**src/rtl/tap_controller_if.sv**
```systemverilog
// tap_controller_if -- serial test-access signal bundle for the TAP controller.
//
// master modport: the test host (drives TMS, TDI and the boundary-scan chain
//                 return BSChainTDO; observes TDO and the decode strobes).
// slave modport : the TAP controller itself.
//
// Signal protocol:
//   TMS, TDI and BSChainTDO carry no valid/ready pair. TMS and TDI are sampled
//   on every rising TCK. BSChainTDO is sampled on falling TCK while Shift-DR
//   selects the boundary chain. TDO changes only on falling TCK and carries a
//   meaningful shift bit exactly while TDOEnable is high. The state and
//   instruction strobes are level signals decoded from registered state.
//
// Signals:
//   TMS            test mode select
//   TDI            serial test data in
//   BSChainTDO     serial output of the last boundary-scan cell
//   TDO            serial test data out
//   TDOEnable      high while TDO carries shift data
//   CaptureDR      high in Capture-DR
//   ShiftDR        high in Shift-DR
//   UpdateDR       high in Update-DR
//   TestLogicReset high in Test-Logic-Reset
//   Extest, SamplePreload, Idcode, Bypass  one-hot current instruction
interface tap_controller_if;
  logic TMS;
  logic TDI;
  logic BSChainTDO;
  logic TDO;
  logic TDOEnable;
  logic CaptureDR;
  logic ShiftDR;
  logic UpdateDR;
  logic TestLogicReset;
  logic Extest;
  logic SamplePreload;
  logic Idcode;
  logic Bypass;

  modport master (
    output TMS, TDI, BSChainTDO,
    input  TDO, TDOEnable, CaptureDR, ShiftDR, UpdateDR, TestLogicReset,
    input  Extest, SamplePreload, Idcode, Bypass
  );

  modport slave (
    input  TMS, TDI, BSChainTDO,
    output TDO, TDOEnable, CaptureDR, ShiftDR, UpdateDR, TestLogicReset,
    output Extest, SamplePreload, Idcode, Bypass
  );
endinterface

```
**src/rtl/tap_controller.sv**
```systemverilog
// tap_controller -- IEEE 1149.1 test access port controller.
//
// Implements the 16-state TAP FSM, a 4-bit instruction register, a 1-bit
// bypass register and a 32-bit IDCODE register. The boundary-scan chain is
// external; its serial return enters on BSChainTDO.
//
// Parameters:
//   IDCODE_VALUE  device ID loaded by Capture-DR under IDCODE (bit 0 must be 1)
//
// Ports:
//   TCK      test clock; every register in this block is clocked by it
//   TRST     asynchronous active-low reset
//   tap      slave side of tap_controller_if (TMS/TDI in, TDO and strobes out)
//   state_o  debug view of the FSM state, IEEE 1149.1 recommended encoding
module tap_controller #(
  parameter logic [31:0] IDCODE_VALUE = 32'h1490_0A3F
) (
  input  logic             TCK,
  input  logic             TRST,
  tap_controller_if.slave  tap,
  output logic [3:0]       state_o
);

  // Encoding follows the IEEE 1149.1 recommended state assignment so the debug
  // port reads the same as standard tooling.
  typedef enum logic [3:0] {
    S_EX2DR = 4'h0,
    S_EX1DR = 4'h1,
    S_SHDR  = 4'h2,
    S_PAUDR = 4'h3,
    S_SELIR = 4'h4,
    S_UPDDR = 4'h5,
    S_CAPDR = 4'h6,
    S_SELDR = 4'h7,
    S_EX2IR = 4'h8,
    S_EX1IR = 4'h9,
    S_SHIR  = 4'hA,
    S_PAUIR = 4'hB,
    S_RTI   = 4'hC,
    S_UPDIR = 4'hD,
    S_CAPIR = 4'hE,
    S_TLR   = 4'hF
  } tap_state_e;

  localparam logic [3:0] INSTR_EXTEST  = 4'b0000;
  localparam logic [3:0] INSTR_SAMPLE  = 4'b0001;
  localparam logic [3:0] INSTR_IDCODE  = 4'b0010;
  localparam logic [3:0] IR_CAPTURE    = 4'b0101;

  tap_state_e  state_q, state_d;
  logic [3:0]  ir_shift_q, ir_shift_d;
  logic        bypass_q, bypass_d;
  logic [31:0] idcode_q, idcode_d;
  logic [3:0]  instr_q, instr_d;
  logic        tdo_q, tdo_d;
  logic        tdo_en_q, tdo_en_d;

  logic        dec_extest, dec_sample, dec_idcode, dec_bypass;
  logic        dr_tdo;

  // ---------------------------------------------------------------------------
  // TAP state machine (rising TCK)
  // ---------------------------------------------------------------------------
  always_comb begin
    state_d = state_q;
    unique case (state_q)
      S_TLR:   state_d = tap.TMS ? S_TLR   : S_RTI;
      S_RTI:   state_d = tap.TMS ? S_SELDR : S_RTI;
      S_SELDR: state_d = tap.TMS ? S_SELIR : S_CAPDR;
      S_CAPDR: state_d = tap.TMS ? S_EX1DR : S_SHDR;
      S_SHDR:  state_d = tap.TMS ? S_EX1DR : S_SHDR;
      S_EX1DR: state_d = tap.TMS ? S_UPDDR : S_PAUDR;
      S_PAUDR: state_d = tap.TMS ? S_EX2DR : S_PAUDR;
      S_EX2DR: state_d = tap.TMS ? S_UPDDR : S_SHDR;
      S_UPDDR: state_d = tap.TMS ? S_SELDR : S_RTI;
      S_SELIR: state_d = tap.TMS ? S_TLR   : S_CAPIR;
      S_CAPIR: state_d = tap.TMS ? S_EX1IR : S_SHIR;
      S_SHIR:  state_d = tap.TMS ? S_EX1IR : S_SHIR;
      S_EX1IR: state_d = tap.TMS ? S_UPDIR : S_PAUIR;
      S_PAUIR: state_d = tap.TMS ? S_EX2IR : S_PAUIR;
      S_EX2IR: state_d = tap.TMS ? S_UPDIR : S_SHIR;
      S_UPDIR: state_d = tap.TMS ? S_SELDR : S_RTI;
    endcase
  end

  always_ff @(posedge TCK or negedge TRST) begin
    if (!TRST) begin
      state_q <= S_TLR;
    end else begin
      state_q <= state_d;
    end
  end

  // ---------------------------------------------------------------------------
  // Instruction decode from the committed (falling-edge) instruction
  // ---------------------------------------------------------------------------
  always_comb begin
    dec_extest = (instr_q == INSTR_EXTEST);
    dec_sample = (instr_q == INSTR_SAMPLE);
    dec_idcode = (instr_q == INSTR_IDCODE);
    // 1111 and every undefined code fall through to BYPASS.
    dec_bypass = !(dec_extest || dec_sample || dec_idcode);
  end

  // ---------------------------------------------------------------------------
  // Shift registers (rising TCK). Capture loads on the edge that leaves the
  // Capture state; Shift moves one bit per edge spent in the Shift state.
  // Pause/Exit states fall through to the hold defaults.
  // ---------------------------------------------------------------------------
  always_comb begin
    ir_shift_d = ir_shift_q;
    bypass_d   = bypass_q;
    idcode_d   = idcode_q;
    unique case (state_q)
      S_CAPIR: ir_shift_d = IR_CAPTURE;
      S_SHIR:  ir_shift_d = {tap.TDI, ir_shift_q[3:1]};
      S_CAPDR: begin
        bypass_d = 1'b0;
        if (dec_idcode) begin
          idcode_d = IDCODE_VALUE;
        end
      end
      S_SHDR: begin
        bypass_d = tap.TDI;
        if (dec_idcode) begin
          idcode_d = {tap.TDI, idcode_q[31:1]};
        end
      end
      default: ;
    endcase
  end

  always_ff @(posedge TCK or negedge TRST) begin
    if (!TRST) begin
      ir_shift_q <= 4'b0000;
      bypass_q   <= 1'b0;
      idcode_q   <= 32'h0000_0000;
    end else begin
      ir_shift_q <= ir_shift_d;
      bypass_q   <= bypass_d;
      idcode_q   <= idcode_d;
    end
  end

  // ---------------------------------------------------------------------------
  // Falling-edge logic: instruction commit and TDO retiming. Updating on the
  // falling edge gives the half-cycle between TDO launch and the host's
  // rising-edge sample, and keeps the instruction stable across rising edges.
  // ---------------------------------------------------------------------------
  always_comb begin
    if (dec_idcode) begin
      dr_tdo = idcode_q[0];
    end else if (dec_extest || dec_sample) begin
      dr_tdo = tap.BSChainTDO;
    end else begin
      dr_tdo = bypass_q;
    end
  end

  always_comb begin
    instr_d  = instr_q;
    tdo_d    = 1'b0;
    tdo_en_d = 1'b0;
    unique case (state_q)
      S_TLR:   instr_d = INSTR_IDCODE;
      S_UPDIR: instr_d = ir_shift_q;
      S_SHIR: begin
        tdo_d    = ir_shift_q[0];
        tdo_en_d = 1'b1;
      end
      S_SHDR: begin
        tdo_d    = dr_tdo;
        tdo_en_d = 1'b1;
      end
      default: ;
    endcase
  end

  always_ff @(negedge TCK or negedge TRST) begin
    if (!TRST) begin
      instr_q  <= INSTR_IDCODE;
      tdo_q    <= 1'b0;
      tdo_en_q <= 1'b0;
    end else begin
      instr_q  <= instr_d;
      tdo_q    <= tdo_d;
      tdo_en_q <= tdo_en_d;
    end
  end

  // ---------------------------------------------------------------------------
  // Outputs: state strobes decode the state register only, so they cannot
  // glitch on TMS activity.
  // ---------------------------------------------------------------------------
  assign tap.TestLogicReset = (state_q == S_TLR);
  assign tap.CaptureDR      = (state_q == S_CAPDR);
  assign tap.ShiftDR        = (state_q == S_SHDR);
  assign tap.UpdateDR       = (state_q == S_UPDDR);

  assign tap.Extest         = dec_extest;
  assign tap.SamplePreload  = dec_sample;
  assign tap.Idcode         = dec_idcode;
  assign tap.Bypass         = dec_bypass;

  assign tap.TDO            = tdo_q;
  assign tap.TDOEnable      = tdo_en_q;

  assign state_o            = state_q;

endmodule

```
**src/flat_wrapper.sv**
```systemverilog
// flat-port wrapper written by rule: the top's interface ports become plain ports
module tap_controller_flat 
#(
  parameter logic [31:0] IDCODE_VALUE = 32'h1490_0A3F
)
  (TCK, TRST, state_o, tap_TMS, tap_TDI, tap_BSChainTDO, tap_TDO, tap_TDOEnable, tap_CaptureDR, tap_ShiftDR, tap_UpdateDR, tap_TestLogicReset, tap_Extest, tap_SamplePreload, tap_Idcode, tap_Bypass);
  tap_controller_if tap_i ();
  input  logic TCK;
  input  logic TRST;
  output logic [3:0] state_o;
  input wire logic [$bits(tap_i.TMS)-1:0] tap_TMS;
  input wire logic [$bits(tap_i.TDI)-1:0] tap_TDI;
  input wire logic [$bits(tap_i.BSChainTDO)-1:0] tap_BSChainTDO;
  output wire logic [$bits(tap_i.TDO)-1:0] tap_TDO;
  output wire logic [$bits(tap_i.TDOEnable)-1:0] tap_TDOEnable;
  output wire logic [$bits(tap_i.CaptureDR)-1:0] tap_CaptureDR;
  output wire logic [$bits(tap_i.ShiftDR)-1:0] tap_ShiftDR;
  output wire logic [$bits(tap_i.UpdateDR)-1:0] tap_UpdateDR;
  output wire logic [$bits(tap_i.TestLogicReset)-1:0] tap_TestLogicReset;
  output wire logic [$bits(tap_i.Extest)-1:0] tap_Extest;
  output wire logic [$bits(tap_i.SamplePreload)-1:0] tap_SamplePreload;
  output wire logic [$bits(tap_i.Idcode)-1:0] tap_Idcode;
  output wire logic [$bits(tap_i.Bypass)-1:0] tap_Bypass;
  assign tap_i.TMS = tap_TMS;
  assign tap_i.TDI = tap_TDI;
  assign tap_i.BSChainTDO = tap_BSChainTDO;
  assign tap_TDO = tap_i.TDO;
  assign tap_TDOEnable = tap_i.TDOEnable;
  assign tap_CaptureDR = tap_i.CaptureDR;
  assign tap_ShiftDR = tap_i.ShiftDR;
  assign tap_UpdateDR = tap_i.UpdateDR;
  assign tap_TestLogicReset = tap_i.TestLogicReset;
  assign tap_Extest = tap_i.Extest;
  assign tap_SamplePreload = tap_i.SamplePreload;
  assign tap_Idcode = tap_i.Idcode;
  assign tap_Bypass = tap_i.Bypass;
  tap_controller #(.IDCODE_VALUE(IDCODE_VALUE)) u_core (.TCK(TCK), .TRST(TRST), .tap(tap_i), .state_o(state_o));
endmodule
```
**config.mk**
```make
export PLATFORM = sky130hd
export DESIGN_NAME = tap_controller_flat
export DESIGN_NICKNAME = d
export VERILOG_FILES = /design/src/rtl/tap_controller_if.sv /design/src/rtl/tap_controller.sv /design/src/flat_wrapper.sv
export SDC_FILE = /design/constraint.sdc
export NUM_CORES = 1
export LEC_CHECK = 0
export CAP_MARGIN = 20
export CORE_ASPECT_RATIO = 0.6
export CORE_MARGIN = 2
export CORE_UTILIZATION = 45
export CTS_BUF_LIST = sky130_fd_sc_hd__clkbuf_2 sky130_fd_sc_hd__clkbuf_4 sky130_fd_sc_hd__clkbuf_8
export DETAILED_ROUTE_END_ITERATION = 6
export GPL_TIMING_DRIVEN = 0
export PLACE_DENSITY = 0.72
export SLEW_MARGIN = 40
export SYNTH_ARGS = -nofsm -noshare
export SYNTH_HDL_FRONTEND = slang
export SYNTH_SLANG_ARGS = --single-unit
```
**constraint.sdc**
```tcl
create_clock -name TCK -period 2.3 [get_ports TCK]
set_clock_uncertainty 0.05 [all_clocks]
set_input_delay 0.345 -clock TCK [delete_from_list [all_inputs] [get_ports TCK]]
set_output_delay 0.345 -clock TCK [all_outputs]
set_load 0.005 [all_outputs]
```
Word level (Yosys, flattened, before mapping)
Cells that the tools add are included.
{ "word_totals": {"register_bits": 47, "inputBits": 5, "output_inout_bits": 14, "elab_cells": 62} }
{ "classes": {"n_eq_ne": 19, "mux": 23, "n_reduce_logical": 13} }
{ "ops": {"columns": ["op", "count"], "rows": [
  ["32-bit two-way mux", 2],
  ["32-bit one-hot mux with 2 select lines", 1],
  ["4-bit one-hot mux with 12 select lines", 1],
  ["4-bit equality test, second input constant", 8],
  ["4-bit by 3-bit equality test with 1-bit output, second input constant", 4],
  ["4-bit one-hot mux with 2 select lines", 2],
  ["4-bit by 2-bit equality test with 1-bit output, second input constant", 3],
  ["2-bit two-way mux", 6],
  ["3-bit two-way mux", 4],
  ["4-bit by 1-bit equality test with 1-bit output, second input constant", 2],
  ["4-bit zero test", 2],
  ["2-bit nonzero test", 3],
  ["2-bit OR reduction", 3],
  ["1-bit two-way mux", 4],
  ["4-bit two-way mux", 1],
  ["2-bit by 1-bit != test with 1-bit output, second input constant", 2],
  ["1-bit one-hot mux with 2 select lines", 2],
  ["3-bit AND reduction", 1],
  ["3-bit OR reduction", 1],
  ["1-bit logical OR", 2],
  ["1-bit zero test", 1]
]} }

Logic depth before layout (Yosys ltp)
Gate-level depths: netlist of run 1.
{ "logic_depth": {"ltp_word": 5, "mapped_depth": 5, "mapped_depth_nobuf": 3} }

==> flow_summary.html, run 1 <==
<table>
<tr><th>Metric</th><th>Value</th></tr>
<tr><th colspan="2">Global route</th></tr>
<tr><td>Antenna violations before repair</td><td>0</td></tr>
<tr><td>Via count of the first global-routing pass</td><td>about 1500</td></tr>
<tr><td>Final global-route overflow total</td><td>0</td></tr>
<tr><td>Pin count of the biggest net entering global routing</td><td>38</td></tr>
<tr><td>Wire length of the first global-routing pass</td><td>just under 8000 um</td></tr>
<tr><td>Combined global-route utilization of all metal layers</td><td>a little under a fifth</td></tr>
<tr><th colspan="2">Place</th></tr>
<tr><td>Setup slack after placement</td><td>-682 ps</td></tr>
<tr><td>Routability congestion estimate</td><td>around 0.79</td></tr>
<tr><td>Detailed placement HPWL</td><td>about 2900 um</td></tr>
<tr><td>Buffers on Ports</td><td>18</td></tr>
<tr><td>Dpl cell area</td><td>roughly 2600 um^2</td></tr>
<tr><th colspan="2">Floorplan</th></tr>
<tr><td>Die width</td><td>roughly 95 um</td></tr>
<tr><td>Row count</td><td>19</td></tr>
<tr><td>Area of the core region</td><td>4660 um^2</td></tr>
<tr><td>Boundary pin count</td><td>19</td></tr>
<tr><td>Chip height</td><td>~58 um</td></tr>
<tr><td>Initial core utilization</td><td>roughly 48%</td></tr>
<tr><td>Area of the die</td><td>about 5500 um^2</td></tr>
<tr><th colspan="2">Timing</th></tr>
<tr><td>RSZ-0062 raised after global routing</td><td>yes</td></tr>
<tr><td>Final Hold Violating Endpoints</td><td>0</td></tr>
<tr><td>Max transition margin</td><td>about two thirds</td></tr>
<tr><td>Max Slew Vio Count</td><td>0</td></tr>
<tr><td>Slew at the pin with the worst max-slew slack</td><td>516 ps</td></tr>
<tr><td>Final worst-path setup slack</td><td>-658 ps</td></tr>
<tr><td>Worst-case hold slack</td><td>363 ps</td></tr>
<tr><td>Final setup fails</td><td>43</td></tr>
<tr><th colspan="2">Setup path</th></tr>
<tr><td>Data arrival at the endpoint of the critical path</td><td>3100 ps</td></tr>
<tr><td>Cells along the critical path</td><td>buf_6 &gt; nor4b_4 &gt; buf_4 &gt; nand3b_4 &gt; buf_6 &gt; mux2_4</td></tr>
<tr><td>CP required</td><td>2440 ps</td></tr>
<tr><td>Max Fanout on Critical Path</td><td>10</td></tr>
<tr><td>Slowest cell on the critical path</td><td>sky130_fd_sc_hd__dfstp_2</td></tr>
<tr><td>Max incr delay on CP</td><td>540 ps</td></tr>
<tr><td>Kind of start point of the critical path</td><td>flop</td></tr>
<tr><td>Family of cells with the greatest summed delay on the critical path</td><td>flip-flops</td></tr>
<tr><td>Worst Path Class, Setup</td><td>reg -&gt; reg</td></tr>
<tr><td>Buffering stage count on the worst path with inverters included</td><td>3</td></tr>
<tr><td>Top cell by count, worst path</td><td>sky130_fd_sc_hd__buf_6</td></tr>
<tr><td>Kind of end point of the critical path</td><td>flop</td></tr>
<tr><th colspan="2">Route</th></tr>
<tr><td>Number of violations reported at the end of detailed-routing iteration 0</td><td>78</td></tr>
<tr><td>Number of vias after detailed routing</td><td>1583</td></tr>
<tr><td>Routed wire per std cell</td><td>~15 um</td></tr>
<tr><td>Pre-antenna DRT Iters</td><td>4</td></tr>
<tr><td>Total DRC errors in the routed layout</td><td>0</td></tr>
<tr><td>DR vias/cell</td><td>4.96</td></tr>
<tr><td>Final routed wirelength across all metal layers</td><td>4740 um</td></tr>
<tr><td>Residual antenna-violating net count after detailed routing</td><td>0</td></tr>
<tr><th colspan="2">CTS</th></tr>
<tr><td>Insertion delay of the later-clocked pin in the worst-skew pair</td><td>360 ps</td></tr>
<tr><td>Total clock buffers created by CTS</td><td>5</td></tr>
<tr><td>CTS clk-pin slew, worst paths</td><td>90 ps</td></tr>
<tr><td>CTS H-Tree Depth</td><td>2</td></tr>
<tr><td>Root Driver</td><td>sky130_fd_sc_hd__clkbuf_8</td></tr>
<tr><td>Longest Clk Path Bufs</td><td>2</td></tr>
<tr><td># clock sinks</td><td>47</td></tr>
<tr><td>TritonCTS clock tree</td><td>yes</td></tr>
<tr><th colspan="2">Power</th></tr>
<tr><td>Static Leak</td><td>around 1.6 nW</td></tr>
<tr><td>Areal power density over the cells</td><td>1290 nW/um^2</td></tr>
<tr><td>Worst IR drop on VDD</td><td>0.000940 V</td></tr>
<tr><th colspan="2">Synthesis</th></tr>
<tr><td>Instance count of the mapped netlist</td><td>200</td></tr>
<tr><td>Post-synthesis net count</td><td>205</td></tr>
<tr><td>Synth Area in Compound Gates</td><td>5.18%</td></tr>
<tr><td>Register area share after synthesis</td><td>between 50 and 60%</td></tr>
<tr><td>Leading register cell type out of synthesis</td><td>sky130_fd_sc_hd__dfrtp_1</td></tr>
<tr><td>Simple-gate share of the synthesized area</td><td>16.9%</td></tr>
<tr><td>Average cell area after synthesis</td><td>11.1 um^2</td></tr>
<tr><td>Most area-hungry cell type in the Yosys netlist</td><td>sky130_fd_sc_hd__dfrtp_1</td></tr>
<tr><td>Parity-gate share of the synthesized area counting xor and xnor cells</td><td>0%</td></tr>
<tr><td>Synthesis-stage register bit count</td><td>47</td></tr>
<tr><td>EDFF count, synth</td><td>0</td></tr>
<tr><td>FFs w/ async S/R, synth</td><td>100%</td></tr>
<tr><td>Warning count from the yosys run</td><td>0</td></tr>
<tr><td>Syn Std Cell Area</td><td>roughly 2200 um^2</td></tr>
<tr><td>Adder and majority gate portion of the synthesized area</td><td>0%</td></tr>
<tr><td>Cell types with the largest area share after synthesis</td><td>sky130_fd_sc_hd__dfrtp_1, sky130_fd_sc_hd__mux2_4, sky130_fd_sc_hd__dfstp_2</td></tr>
<tr><td>Largest family of logic cells by synthesized area</td><td>multiplexers</td></tr>
<tr><td>Area fraction of the dominant cell type after synthesis</td><td>between 40% and 50%</td></tr>
<tr><td>Distinct cells, synth</td><td>31</td></tr>
<tr><td>Share of cell area taken by muxes after synthesis</td><td>18.9%</td></tr>
<tr><th colspan="2">Flow run</th></tr>
<tr><td>Max-Cap Viols</td><td>0</td></tr>
<tr><th colspan="2">Final layout</th></tr>
<tr><td>Ratio of cells with drive above 1 in the final layout</td><td>around 36%</td></tr>
<tr><td>Growth of design area from synthesis to finish</td><td>34.0%</td></tr>
<tr><td>Nets</td><td>260</td></tr>
<tr><td>Cell area after layout</td><td>a little under 3000 um^2</td></tr>
<tr><td>Antenna diode count</td><td>0</td></tr>
<tr><th colspan="2">Outcome</th></tr>
<tr><td>Violated checks</td><td>setup timing</td></tr>
<tr><td>Result of the run</td><td>complete, but fails checks</td></tr>
<tr><th colspan="2">Hold path</th></tr>
<tr><td>Classification of the worst-slack hold path</td><td>in -&gt; async</td></tr>
</table>
## worst reg2reg max path, stage by stage, from the launching register on
cell	delay, ps
sky130_fd_sc_hd__dfstp_2	540
sky130_fd_sc_hd__buf_6	100
sky130_fd_sc_hd__nor4b_4	200
sky130_fd_sc_hd__buf_4	160
sky130_fd_sc_hd__nand3b_4	100
sky130_fd_sc_hd__buf_6	180
sky130_fd_sc_hd__mux2_4	300
## Yosys cell counts (all sizes together) (2+ instances only)
cell type   n
o21ai      12
mux2i      13
nand2      19
buf         7
mux2       20
dfstp       5
nor2       26
nand2b      3
dfrtn       5
nor2b      13
nand3b      2
nor4b       3
nor3b       2
inv        18
dfrtp      37
a21oi       2
clkbuf      4
## what timing repair did
item,CTS,global route
setup buffers,21,8
hold endpoints to repair,9,0
resized for setup,41,7
setup endpoints to repair,45,45
pin swaps,4,2
hold buffers,1,0
cloned,0,0
## registers in the layout, summed over array words and instances (netlist names)
name	count
u_core.state_o	4
u_core.tap.TDOEnable	1
u_core.idcode_q	32
u_core.instr_q	4
u_core.bypass_q	1
u_core.tap.TDO	1
u_core.ir_shift_q	4
## area by class of cell
class | count | area, um^2
Clock inverter | 4 | 71.3
Timing Repair Buffer | 49 | 408
Tap cell | 63 | 78.8
Buffer | 10 | 135
Inverter | 17 | 63.8
Sequential cell | 47 | 1180
Multi-Input combinational cell | 124 | 968
Fill cell | 363 | 1680
Clock buffer | 5 | 68.8
## power breakdown
group	switching [W]	total, W	internal (W)
Combinational	0.000792	0.00177	0.000983
Clock	0.000291	0.000727	0.000436
Sequential	0.000202	0.00132	0.00112
Total	0.00128	0.00383	0.00254
## routing by layer
layer | global-route usage [%] | wire, um | part of all wire (%)
met4 | 4.35 | 42 | 0.89
met3 | 4.74 | 149 | 3.1
met2 | 27.2 | 2030 | 43
met1 | 29.3 | 2520 | 53
met5 | 0 | 0 | 0
## cells by family after synthesis
group / count (synthesis)
AOI/OAI and AO/OA: 19
buffers and inverters: 29
DFF: 47
muxes: 33
and+or+nand+nor: 72
## stage by stage
| stage | power [W] | utilization, % | setup TNS (ps) | cells |
|---|---|---|---|---|
| after floorplan | 0.00218 | - | -12840 | 200 |
| after CTS | 0.00367 | 62.1 | -21300 | 311 |
| after detailed placement | 0.00265 | 54.8 | -18620 | 282 |
| after global routing | 0.00407 | 63.9 | -25530 | 319 |
| final | 0.00383 | 63.9 | -22110 | 319 |
| after global placement | 0.00261 | 54.4 | -43900 | 281 |
## path summary, 6_finish.rpt
path	startpoint	to	slack [ps]	depth (start not counted)
worst min-delay path	TRST	u_core.idcode_q[24]$_DFFE_PN0P_	360	2
worst max register to register	u_core.instr_q[1]$_DFFE_NN1P_	u_core.idcode_q[25]$_DFFE_PN0P_	-660	6
worst min register to register	u_core.idcode_q[13]$_DFFE_PN0P_	u_core.idcode_q[13]$_DFFE_PN0P_	460	1
max in group asynchronous	TRST	u_core.instr_q[1]$_DFFE_NN1P_	240	3
min in group TCK	u_core.idcode_q[13]$_DFFE_PN0P_	u_core.idcode_q[13]$_DFFE_PN0P_	460	1
worst max-delay path	u_core.instr_q[1]$_DFFE_NN1P_	u_core.idcode_q[25]$_DFFE_PN0P_	-660	6
## layout by cell type, fill, tap and decap left out, types with 2 or more instances in the layout
cell,netlist,routed
sky130_fd_sc_hd__clkbuf_16,0,2
sky130_fd_sc_hd__nand2b_1,3,2
sky130_fd_sc_hd__dfrtp_1,37,37
sky130_fd_sc_hd__nor2b_1,13,12
sky130_fd_sc_hd__buf_6,2,6
sky130_fd_sc_hd__nor3b_1,2,2
sky130_fd_sc_hd__inv_1,18,17
sky130_fd_sc_hd__buf_4,0,27
sky130_fd_sc_hd__nand2_1,19,17
sky130_fd_sc_hd__buf_2,4,7
sky130_fd_sc_hd__bufinv_16,0,2
sky130_fd_sc_hd__nand2_2,0,2
sky130_fd_sc_hd__dfstp_2,5,5
sky130_fd_sc_hd__o21ai_0,12,7
sky130_fd_sc_hd__clkbuf_8,0,7
sky130_fd_sc_hd__clkdlybuf4s50_1,0,9
sky130_fd_sc_hd__dfrtn_1,5,5
sky130_fd_sc_hd__mux2_4,17,19
sky130_fd_sc_hd__nor4b_2,0,2
sky130_fd_sc_hd__a21oi_1,2,2
sky130_fd_sc_hd__nor2_1,26,25
sky130_fd_sc_hd__o21ai_1,0,4
sky130_fd_sc_hd__mux2i_1,13,13
No activity file was read; power rests on OpenSTA's default activity.
==> inputs of run 2 (changes only) <==
- ABC_CLOCK_PERIOD_IN_PS: unset -> 2300
==> results of run 2 <==
No change in the layout: final DEF, timing and power equal those of run 1.
==> inputs of run 3 (changes only) <==
- CORE_UTILIZATION: 45 -> 59
- GPL_TIMING_DRIVEN: 0 -> unset
- PLACE_DENSITY: 0.72 -> 0.88
==> run 3 against run 2 <==
  * The flow still finishes with violations (setup timing)
  * Clock-buffer cell count grew 1
  * Critical endpoint is now u_core.idcode_q[8]$_DFFE_PN0P_
  * Die area shrank 22%
  * Sequential share of layout area grew 1.4 points
  * Routed wire length shrank 3.4%
  * Sequential power is essentially flat
  * Combinational power shrank 10%
  * Highest routed layer unchanged
  * Non-clock buffer count shrank 9
  * Utilization grew 15 points
  * Register-to-register slack lost 50 ps
  * Critical path type unchanged
==> flow_summary.html, run 3 (synthesized netlist as in run 1, its figures left out) <==
<table>
<tr><th>Metric</th><th>Value</th></tr>
<tr><th colspan="2">CTS</th></tr>
<tr><td># clock sinks</td><td>47 (unchanged)</td></tr>
<tr><td>TritonCTS clock tree</td><td>yes</td></tr>
<tr><td>Root Driver</td><td>sky130_fd_sc_hd__clkbuf_8</td></tr>
<tr><td>CTS H-Tree Depth</td><td>2 (unchanged)</td></tr>
<tr><td>Total clock buffers created by CTS</td><td>5 (unchanged)</td></tr>
<tr><td>Insertion delay of the later-clocked pin in the worst-skew pair</td><td>370 ps (about the same)</td></tr>
<tr><td>Longest Clk Path Bufs</td><td>2 (unchanged)</td></tr>
<tr><td>CTS clk-pin slew, worst paths</td><td>80 ps (about the same)</td></tr>
<tr><th colspan="2">Final layout</th></tr>
<tr><td>Top library cells by usage in the layout, fill and taps aside</td><td>sky130_fd_sc_hd__dfrtp_1, sky130_fd_sc_hd__nor2_1, sky130_fd_sc_hd__buf_4</td></tr>
<tr><td>Growth of design area from synthesis to finish</td><td>29.5%</td></tr>
<tr><td>Ratio of cells with drive above 1 in the final layout</td><td>32.8% (-2.8 points)</td></tr>
<tr><td>Most common library cell in the layout ignoring fill and taps</td><td>sky130_fd_sc_hd__dfrtp_1</td></tr>
<tr><td>Final cell count without fillers</td><td>294 (-7.8%)</td></tr>
<tr><td>Number of flip-flops in the largest register</td><td>32 (unchanged)</td></tr>
<tr><td>Nets</td><td>251 (-3.5%)</td></tr>
<tr><td>Antenna diode count</td><td>0 (unchanged)</td></tr>
<tr><td>Top reg by flops</td><td>u_core.idcode_q</td></tr>
<tr><td>Filler cells</td><td>210 (-42%)</td></tr>
<tr><td>Cell area after layout</td><td>2880 um^2 (-3.4%)</td></tr>
<tr><th colspan="2">Setup path</th></tr>
<tr><td>R2r worst-path depth</td><td>6 (unchanged)</td></tr>
<tr><td>Slowest cell on the critical path</td><td>sky130_fd_sc_hd__dfstp_2</td></tr>
<tr><td>Max incr delay on CP</td><td>550 ps (about the same)</td></tr>
<tr><td>Max Fanout on Critical Path</td><td>13 (+3)</td></tr>
<tr><td>Kind of end point of the critical path</td><td>flop</td></tr>
<tr><td>Cells along the critical path</td><td>buf_6 &gt; nor4b_4 &gt; buf_4 &gt; nand3b_4 &gt; buf_12 &gt; mux2_4</td></tr>
<tr><td>Kind of start point of the critical path</td><td>flop</td></tr>
<tr><td>Worst Path Class, Setup</td><td>reg -&gt; reg</td></tr>
<tr><td>Data arrival at the endpoint of the critical path</td><td>3140 ps (+40 ps)</td></tr>
<tr><td>CP required</td><td>2430 ps (about the same)</td></tr>
<tr><th colspan="2">Power</th></tr>
<tr><td>Worst IR drop on VDD</td><td>0.000780 V (-17%)</td></tr>
<tr><td>Total Power</td><td>0.00365 W (-4.5%)</td></tr>
<tr><td>Static Leak</td><td>1.59 nW (-1.7%)</td></tr>
<tr><td>Areal power density over the cells</td><td>1270 nW/um^2 (-1.2%)</td></tr>
<tr><th colspan="2">Outcome</th></tr>
<tr><td>Violated checks</td><td>setup timing</td></tr>
<tr><td>Result of the run</td><td>complete, but fails checks</td></tr>
<tr><th colspan="2">Hold path</th></tr>
<tr><td>Classification of the worst-slack hold path</td><td>in -&gt; async</td></tr>
<tr><th colspan="2">Floorplan</th></tr>
<tr><td>Area of the core region</td><td>3640 um^2 (-22%)</td></tr>
<tr><td>Chip height</td><td>51.5 um (-12%)</td></tr>
<tr><td>Initial core utilization</td><td>61.1% (+13 points)</td></tr>
<tr><td>Row count</td><td>17 (-2)</td></tr>
<tr><td>Boundary pin count</td><td>19 (unchanged)</td></tr>
<tr><td>Die width</td><td>83.2 um (-12%)</td></tr>
<tr><td>Area of the die</td><td>4290 um^2 (-22%)</td></tr>
<tr><th colspan="2">Timing</th></tr>
<tr><td>Final worst-path setup slack</td><td>-707 ps (-49.3 ps)</td></tr>
<tr><td>Slew at the pin with the worst max-slew slack</td><td>378 ps (-138 ps)</td></tr>
<tr><td>Max transition margin</td><td>74.8% (+9.2 points)</td></tr>
<tr><td>Worst-case hold slack</td><td>435 ps (+72.2 ps)</td></tr>
<tr><td>Final Hold Violating Endpoints</td><td>0 (unchanged)</td></tr>
<tr><td>Final setup fails</td><td>39 (-9.3%)</td></tr>
<tr><td>Max Slew Vio Count</td><td>0 (unchanged)</td></tr>
<tr><td>RSZ-0062 raised after global routing</td><td>yes</td></tr>
<tr><th colspan="2">Place</th></tr>
<tr><td>Number of instances in the placed design</td><td>271 (-3.9%)</td></tr>
<tr><td>Detailed placement HPWL</td><td>2860 um (-1.6%)</td></tr>
<tr><td>Dpl cell area</td><td>2560 um^2 (about the same)</td></tr>
<tr><td>Routability congestion estimate</td><td>0.770 (-2.7%)</td></tr>
<tr><td>Setup slack after placement</td><td>-583 ps (+98.8 ps)</td></tr>
<tr><td>Buffers on Ports</td><td>18 (unchanged)</td></tr>
<tr><th colspan="2">Route</th></tr>
<tr><td>Final routed wirelength across all metal layers</td><td>4580 um (-3.4%)</td></tr>
<tr><td>Routed wire per std cell</td><td>15.6 um (+4.9%)</td></tr>
<tr><td>Number of vias after detailed routing</td><td>1565 (-1.1%)</td></tr>
<tr><td>Residual antenna-violating net count after detailed routing</td><td>0 (unchanged)</td></tr>
<tr><td>DR vias/cell</td><td>5.32 (+7.3%)</td></tr>
<tr><td>Pre-antenna DRT Iters</td><td>4 (unchanged)</td></tr>
<tr><td>Number of violations reported at the end of detailed-routing iteration 0</td><td>97 (+24%)</td></tr>
<tr><td>Total DRC errors in the routed layout</td><td>0 (unchanged)</td></tr>
<tr><th colspan="2">Global route</th></tr>
<tr><td>Final global-route overflow total</td><td>0 (unchanged)</td></tr>
<tr><td>Via count of the first global-routing pass</td><td>1603 (+4.0%)</td></tr>
<tr><td>Pin count of the biggest net entering global routing</td><td>33 (-13%)</td></tr>
<tr><td>Wire length of the first global-routing pass</td><td>7580 um (-3.2%)</td></tr>
<tr><td>Antenna violations before repair</td><td>0 (unchanged)</td></tr>
<tr><td>Combined global-route utilization of all metal layers</td><td>23.0% (+3.9 points)</td></tr>
<tr><th colspan="2">Flow run</th></tr>
<tr><td>Max-Cap Viols</td><td>0 (unchanged)</td></tr>
</table>
run 3: final timing paths:
path                                                 startpoint                         endpoint  slack, ps
min in group TCK                u_core.idcode_q[22]$_DFFE_PN0P_  u_core.idcode_q[22]$_DFFE_PN0P_        460
max in group asynchronous                                  TRST    u_core.instr_q[1]$_DFFE_NN1P_        370
worst min-delay path                                       TRST   u_core.idcode_q[0]$_DFFE_PN0P_        440
worst max register to register    u_core.instr_q[1]$_DFFE_NN1P_   u_core.idcode_q[8]$_DFFE_PN0P_       -710
worst max-delay path              u_core.instr_q[1]$_DFFE_NN1P_   u_core.idcode_q[8]$_DFFE_PN0P_       -710
worst min register to register  u_core.idcode_q[22]$_DFFE_PN0P_  u_core.idcode_q[22]$_DFFE_PN0P_        460
run 3: layout make-up:
class	count	area (um^2)	area share (%)
clock buffers	6	76.3	2.65
clock inverters	3	63.8	2.22
inverters	17	63.8	2.22
multi-input cells	124	970	33.7
flip-flops and latches	47	1180	41.1
well taps	47	58.8	2.04
repair buffers	50	462	16.1
run 3: worst max-delay path, delay by kind of cell, from the launching register on:
kind,cells,cell delay (ps)
buffers and inverters,3,450
DFF,1,550
muxes,1,300
and+or+nand+nor,2,320
run 3: repair_timing:
action	in CTS	in global routing
gates resized for setup	37	6
pin swaps	3	2
cloned	1	0
setup endpoints to repair	40	44
setup buffers	9	4
hold buffers	1	0
hold endpoints to repair	9	0
run 3: metal layers:
layer	GRT usage [%]	share of wire (%)	up-vias
met4	7.38	1.8	0
met3	5.87	4.5	12
met2	36.6	45	38
li1	-	-	746
met1	31.5	49	769
met5	0	0	-
run 3: report_power, final:
group	total, W	internal [W]	switching [W]
logic	0.00159	0.000848	0.000740
clock network	0.000730	0.000448	0.000281
registers	0.00133	0.00112	0.000210
total	0.00365	0.00242	0.00123
run 3: through the flow:
stage,setup TNS [ps],utilization (%)
3_3_place_gp,-17360,70.3
2_1_floorplan,-12840,-
5_1_grt,-25460,79.1
6_report,-23790,79.1
4_1_cts,-22400,77.6
3_5_place_dp,-19060,70.3
==> patch: new RTL, flow settings as in run 1 <==
`IDCODE_VALUE` is set to 32'h1490_0A3F in 2 places; all go to 32'h0A48051F.
--- a/src/rtl/tap_controller.sv
+++ b/src/rtl/tap_controller.sv
@@ -13,7 +13,7 @@
 //   tap      slave side of tap_controller_if (TMS/TDI in, TDO and strobes out)
 //   state_o  debug view of the FSM state, IEEE 1149.1 recommended encoding
 module tap_controller #(
-  parameter logic [31:0] IDCODE_VALUE = 32'h1490_0A3F
+  parameter logic [31:0] IDCODE_VALUE = 32'h0A48051F
 ) (
   input  logic             TCK,
   input  logic             TRST,
--- a/src/flat_wrapper.sv
+++ b/src/flat_wrapper.sv
@@ -1,7 +1,7 @@
 // flat-port wrapper written by rule: the top's interface ports become plain ports
 module tap_controller_flat 
 #(
-  parameter logic [31:0] IDCODE_VALUE = 32'h1490_0A3F
+  parameter logic [31:0] IDCODE_VALUE = 32'h0A48051F
 )
   (TCK, TRST, state_o, tap_TMS, tap_TDI, tap_BSChainTDO, tap_TDO, tap_TDOEnable, tap_CaptureDR, tap_ShiftDR, tap_UpdateDR, tap_TestLogicReset, tap_Extest, tap_SamplePreload, tap_Idcode, tap_Bypass);
   tap_controller_if tap_i ();
Check against the original RTL: not checked (the comparison handles one clock edge and no latches or derived clocks); the edit may change what the design does.
==> patch against run 1 <==
- the flow still finishes with violations (negative setup slack)
- sequential cell count is the same
- worst setup slack lost 0.019 ns
- non-clock buffer count is 4 lower
- cell area is 1.7% lower
- via count up 1.5%
- utilization fell by 1.1 points
- global-route usage shrank 0.23 points
- total power shrank 6.7%
- routed wire length increased by 4.5%
- combinational power is 4% lower
- final cell count is 1.6% lower
- synthesized area is 0.17% higher
- highest routed layer unchanged
==> patch: results (changes against run 1) <==
metric,value,unit,change
outcome,finished with violations,,
failing checks,negative setup slack,,
# setup viols final,43,,unchanged
final worst slack,-0.677,ns,-0.0190 ns
placer congestion estimate,0.873,,+10%
total power,3570,uW,-6.7%
layout cells sized above 1,37.5,%,+1.9 points
fin nets,255,,-1.9%
post-synthesis sequential area ratio,53.1,%,-0.090 points
Crit path largest cell delay,0.37,ns,-0.17 ns
DP HPWL,2.92,mm,+0.59%
vias in the first global route,1579,,+2.5%
leakage,0.00154,uW,-4.8%
switch share,36.1,%,+2.5 points
Clock power frac,15.0,%,-4.0 points
wl on met1,2.56,mm,+1.6%
cells after synthesis,199,,-0.50%
total global routing track utilization,18.8,%,-0.23 points
number of fill cells,377,,+3.9%
Worst Path Max Fanout,5,,-5
Max transition margin,66.2,%,+0.62 points
largest net degree at the start of global routing,45,,+18%
setup bufs post-CTS,20,,-4.8%
GR Layer Usage met1,29.3,%,about the same
routed length per instance,15.8,um,+6.2%
DRT Wirelength,4.96,mm,+4.5%
dpl cells,281,,-0.35%
met3 wire len,200,um,+34%
# resized after CTS,43,,+4.9%
crit-path leading delay family,buffers and inverters,,
leading cell types by count after synthesis,"37 x dfrtp_1, 25 x nor2_1, 19 x nand2_1",,
setup tns final,-22.01,ns,+0.0939 ns
pre-CTS WS,-0.673,ns,+0.00900 ns
Iter 0 DRT Violations,79,,+1.3%
Worst Path Arrival,2.58,ns,-0.52 ns
[patch: area by class of cell]
cell class,instances,area (sq um),area share [%]
flip-flops and latches,47,1180,40.4
multi-input cells,124,1000,34.2
repair buffers,47,407,13.9
plain buffers,8,97.6,3.33
clock buffers,7,90.1,3.08
well taps,63,78.8,2.69
inverters,16,62.6,2.14
clock inverters,2,8.76,0.299
[patch: worst paths after layout]
kind                                     startpoint             endpoint  cells past startpoint
worst max-delay path              u_core.instr_q[1]           tap_Extest                      3
worst min-delay path                           TRST      u_core.bypass_q                      2
max in group asynchronous                      TRST    u_core.instr_q[1]                      3
worst min register to register  u_core.idcode_q[13]  u_core.idcode_q[13]                      1
worst max register to register    u_core.instr_q[1]  u_core.idcode_q[11]                      6
min in group TCK                u_core.idcode_q[13]  u_core.idcode_q[13]                      1
[patch: kinds of logic after synthesis]
kind of cell	synth area share [%]
flip-flops	53.1
multiplexers	19.1
AO/OA/AOI/OAI	5.17
buffers and inverters	5.62
AND/OR/NAND/NOR	17.0
